===== src/rtl/aclk_disp_scan.sv =====
// Multiplexed BCD clock display scanner with an alarm FSM.
// Optional blanking of the display while ringing: define ACLK_DISP_BLINK_EN.
module aclk_disp_scan #(
  parameter int NUM_DIGITS  = 4,
  parameter int REFRESH_DIV = 1000,
  parameter int BLINK_DIV   = 250
) (
  input  logic                    clk,
  input  logic                    reset,
  input  logic [4*NUM_DIGITS-1:0] current_time,
  input  logic [4*NUM_DIGITS-1:0] alarm_time,
  input  logic [4*NUM_DIGITS-1:0] key_time,
  input  logic                    show_new_time,
  input  logic                    show_a,
  input  logic                    alarm_en,
  input  logic                    stop_alarm,
  output logic [7:0]              disp_char,
  output logic [NUM_DIGITS-1:0]   digit_sel,
  output logic                    sound_alarm
);

  localparam int CW = $clog2(REFRESH_DIV);
  localparam int IW = $clog2(NUM_DIGITS);
  localparam int DW = 4 * NUM_DIGITS;

  typedef enum logic [1:0] {
    IDLE,
    RINGING,
    SNOOZED
  } alarm_st_t;

  logic [CW-1:0]   cnt;
  logic [IW-1:0]   idx;
  logic [DW-1:0]   frame;
  logic [DW-1:0]   src;
  logic [3:0]      digit;
  logic [NUM_DIGITS-1:0] sel;
  logic            tick;
  logic            idx_wrap;
  logic            match;
  alarm_st_t       state;
  alarm_st_t       state_nx;

  assign tick     = (cnt == CW'(REFRESH_DIV - 1));
  assign idx_wrap = (idx == IW'(NUM_DIGITS - 1));
  assign match    = (current_time == alarm_time);

  always_comb begin
    if (show_new_time)
      src = key_time;
    else if (show_a)
      src = alarm_time;
    else
      src = current_time;
  end

  always_ff @(posedge clk or negedge reset) begin
    if (!reset) begin
      cnt   <= '0;
      idx   <= '0;
      frame <= '0;
    end else if (tick) begin
      cnt <= '0;
      if (idx_wrap) begin
        idx   <= '0;
        frame <= src;
      end else begin
        idx <= idx + IW'(1);
      end
    end else begin
      cnt <= cnt + CW'(1);
    end
  end

  // Outputs decode straight from idx/frame so reset reaches them at once
  assign digit     = frame[{idx, 2'b00} +: 4];
  assign disp_char = (digit > 4'd9) ? 8'h2D : (8'h30 + {4'd0, digit});
  assign sel       = NUM_DIGITS'(1) << idx;

  always_comb begin
    state_nx = state;
    unique case (state)
      IDLE:    if (alarm_en && match) state_nx = RINGING;
      RINGING: begin
        if (!alarm_en)
          state_nx = IDLE;
        else if (stop_alarm)
          state_nx = SNOOZED;
      end
      SNOOZED: if (!match || !alarm_en) state_nx = IDLE;
      default: state_nx = IDLE;
    endcase
  end

  always_ff @(posedge clk or negedge reset) begin
    if (!reset) begin
      state       <= IDLE;
      sound_alarm <= 1'b0;
    end else begin
      state       <= state_nx;
      sound_alarm <= (state_nx == RINGING);
    end
  end

`ifdef ACLK_DISP_BLINK_EN
  localparam int BW = $clog2(BLINK_DIV) + 1;

  logic [BW-1:0] bcnt;
  logic          phase;

  always_ff @(posedge clk or negedge reset) begin
    if (!reset) begin
      bcnt  <= '0;
      phase <= 1'b0;
    end else if (!sound_alarm) begin
      bcnt  <= '0;
      phase <= 1'b0;
    end else if (tick) begin
      if (bcnt == BW'(BLINK_DIV - 1)) begin
        bcnt  <= '0;
        phase <= ~phase;
      end else begin
        bcnt <= bcnt + BW'(1);
      end
    end
  end

  assign digit_sel = (sound_alarm && phase) ? '0 : sel;
`else
  assign digit_sel = sel;
`endif

endmodule


===== config.mk =====
export PLATFORM = sky130hd
export DESIGN_NAME = aclk_disp_scan
export DESIGN_NICKNAME = d
export VERILOG_FILES = /design/src/rtl/aclk_disp_scan.sv
export SDC_FILE = /design/constraint.sdc
export NUM_CORES = 1
export LEC_CHECK = 0
export CAP_MARGIN = 20
export CORE_ASPECT_RATIO = 0.9
export CORE_MARGIN = 2
export CORE_UTILIZATION = 45
export DETAILED_ROUTE_END_ITERATION = 10
export PLACE_DENSITY = 0.8
export SLEW_MARGIN = 30
export SYNTH_ARGS = -nofsm -noshare
export SYNTH_HDL_FRONTEND = slang
export SYNTH_SLANG_ARGS = --single-unit
export TNS_END_PERCENT = 50

===== constraint.sdc =====
create_clock -name clk -period 1.8 [get_ports clk]
set_input_delay 0.36 -clock clk [delete_from_list [all_inputs] [get_ports clk]]
set_output_delay 0.36 -clock clk [all_outputs]
set_load 0.02 [all_outputs]

==> results.toml <==
[status]
status = "finished, violations left"
violations = "negative setup slack"

[power_and_ir_drop]
power_per_cell_area_nw_per_um2 = 558.2
power_leakage_nw = 1.167
vdd_ir_drop_max_uv = 377.4

[floorplan]
io_pins = 67
die_h_um = 65.88
core-area_um2 = 4074
num_rows = 22
dieWidth_um = 72.75
start_util_pct = 46.99
die_area_um2 = 4792

[min_path]
hold_class = "in2async"

[synthesis]
synth-seq-area-share_pct = 40.52
yosys_register_bits = 31
syn_area_per_cell_um2 = 9.116
yosys_warnings = 0
synthCells = 210
syn-cell-area_um2 = 1914
ys_types = 29

[global_routing]
grt_max_degree = 33
grt_use_total_pct = 20.52
grt_pass1_vias = 1680
globalRoute.busiestLayer = "met2"
grt_pass1_wl_um = 7445
grt_overflow = 0
globalRouteMet3Util_pct = 6.098
met2_usage_pct = 33.07
antenna_found_initial = 0
use_met1_pct = 26.06

[placed_design]
dp_cells = 318
port_buffers = 63
pre_cts_ws_ns = -0.3754
gp_congestion = 0.7961
dp_hpwl_um = 3735
dpl_cell_area_um2 = 2635

[worst_setup_path]
criticalPathCategory = "reg2out"
crit_buf_inv = 1
cpLargestDelayFamily = "multiplexers"
r2r_start = "cnt[0]"
critical_path.max_fanout = 4
worst-path-stages = 4
crit_required_ns = 1.44
cp_slowest_cell = "mux4_2"
start_kind = "flip-flop"
cp_cell_sequence = "mux4_2 -> o21ai_4 -> nand2b_1 -> buf_6"
end_kind = "output pin"
r2r_slack_ns = 0.30
rr_worst_depth = 7
reg2reg_to = "frame[10]"
crit_arrival_ns = 1.65
cp_slowest_stage_delay_ns = 0.56

[sta]
rsz0062_at_grt = "true"
fin_ws_ns = -0.2126
hold_viol = 0
setup_tns_ns = -0.7536
fin_crit_ns = 2.013
clock_skew_ns = 0.006243
fmax_ghz = 0.4969
slew_viol_final = 0
setup_violations = 5
period_share_pct = 111.8

[layout]
drive_above_1_share_pct = 11.19
final_area_um2 = 2715
mostFrequentLayoutCell = "clkdlybuf4s50_1"
layout_common_cells = "clkdlybuf4s50_1 (54), dfrtp_1 (30), nor2_1 (29)"
multi_input_area_um2 = 1071
n_antenna_cell = 0
finish.utilization_pct = 66.65
ff_latch_area_um2 = 777.0
layout.cells.non_filler = 325
nets = 336
areaGrowthSynthToFinish_pct = 41.83
nFillCells = 325

[routing]
first_pass_iters = 4
drc = 0
vias_per_cell = 5.237
wl_um = 4613
wl_per_cell_um = 14.19
num_vias = 1702
drt_iter0_drc = 132
drt.antenna.violating_nets = 0

[cts]
htreeDepth = 2
cts_tree = "built"
clkSinkCount = 31
cts_buffer_depth = 2
holdBufCountCts = 0
numCtsBuffers = 5
clock_latency_ns = 0.28
clkSlewWorstSetupHoldPaths_ns = 0.07
root_buffer = "clkbuf_8"

[run]
cap_viol_max_count = 0
-- how the worst max path moves through the flow --
stage                       from           end
after global placement    idx[0]  disp_char[4]
after CTS                 idx[0]  disp_char[2]
final                     idx[0]  disp_char[2]
after detailed placement  idx[0]  disp_char[4]
after global routing      idx[0]  disp_char[2]
after floorplan           idx[0]  disp_char[0]
-- report_power, final --
part / internal (mW) / switching [mW] / leakage (nW)
clock network: 0.299 / 0.245 / 0.0470
registers: 0.697 / 0.00000117 / 0.333
logic: 0.163 / 0.111 / 0.787
-- state kept, by name, indices dropped and copies added, names as in the netlist --
signal	flops
sound_alarm	1
idx	2
state	2
frame	16
cnt	10
-- cell type report --
cell class	count	area share [%]
Inverter	3	0.4147
Clock inverter	1	0.1843
Timing Repair Buffer	72	26.08
Tap cell	48	2.212
Clock buffer	6	3.041
Sequential cell	31	28.62
Multi-Input combinational cell	164	39.45
-- logic make-up after synthesis --
logic type                 share of synthesized area (%)
buffers and inverters                              4.444
xor gates and xnor gates                           10.07
adders and majority gates                          3.268
other                                             0.3923
AOI/OAI and AO/OA                                  11.50
muxes                                              13.27
and+or+nand+nor                                    16.54
DFF                                                40.52
-- layer usage --
| metal | up-vias | share of wire (%) | routed length, um |
|---|---|---|---|
| met1 | 783 | 43 | 1966 |
| li1 | 854 | - | - |
| met4 | 0 | 2.3 | 107 |
| met2 | 57 | 48 | 2202 |
| met3 | 8 | 7.3 | 336 |
| met5 | - | 0 | 0 |
-- cell usage after synthesis, drive strengths merged --
| library cell | n | area share, % |
|---|---|---|
| dfrtp | 31 | 41 |
| nor2 | 29 | 5.7 |
| nand2 | 25 | 4.9 |
| o21ai | 22 | 5.9 |
| a21oi | 17 | 4.4 |
| mux2i | 16 | 8.4 |
| xnor2 | 15 | 6.9 |
| buf | 10 | 3.3 |
| nand3 | 7 | 1.8 |
| xor2 | 7 | 3.2 |
| ha | 5 | 3.3 |
| mux4 | 4 | 4.9 |
| nand4 | 4 | 1.3 |
| clkbuf | 3 | 0.59 |
| inv | 3 | 0.59 |
| conb | 2 | 0.39 |
| nor2b | 2 | 0.65 |
| nor3 | 2 | 0.78 |
| a31oi | 1 | 0.33 |
| nand2b | 1 | 0.33 |
| nand4bb | 1 | 0.59 |
| nor4b | 1 | 0.46 |
| o211ai | 1 | 0.39 |
| o31ai | 1 | 0.39 |
-- through the flow --
stage	total power, mW	hold WS [ns]
finish	1.516	0.4652
global route	1.582	0.5146
CTS	1.526	0.4729
detailed placement	0.9833	0.4767
global placement	0.9808	0.4613
floorplan	0.8174	0.06441
-- what timing repair did --
action                     CTS  global route
setup endpoints to repair    9            10
pin swaps                    1             1
setup buffers                0             0
gates resized for setup     37             7
Power figures use the tool's default switching activity.
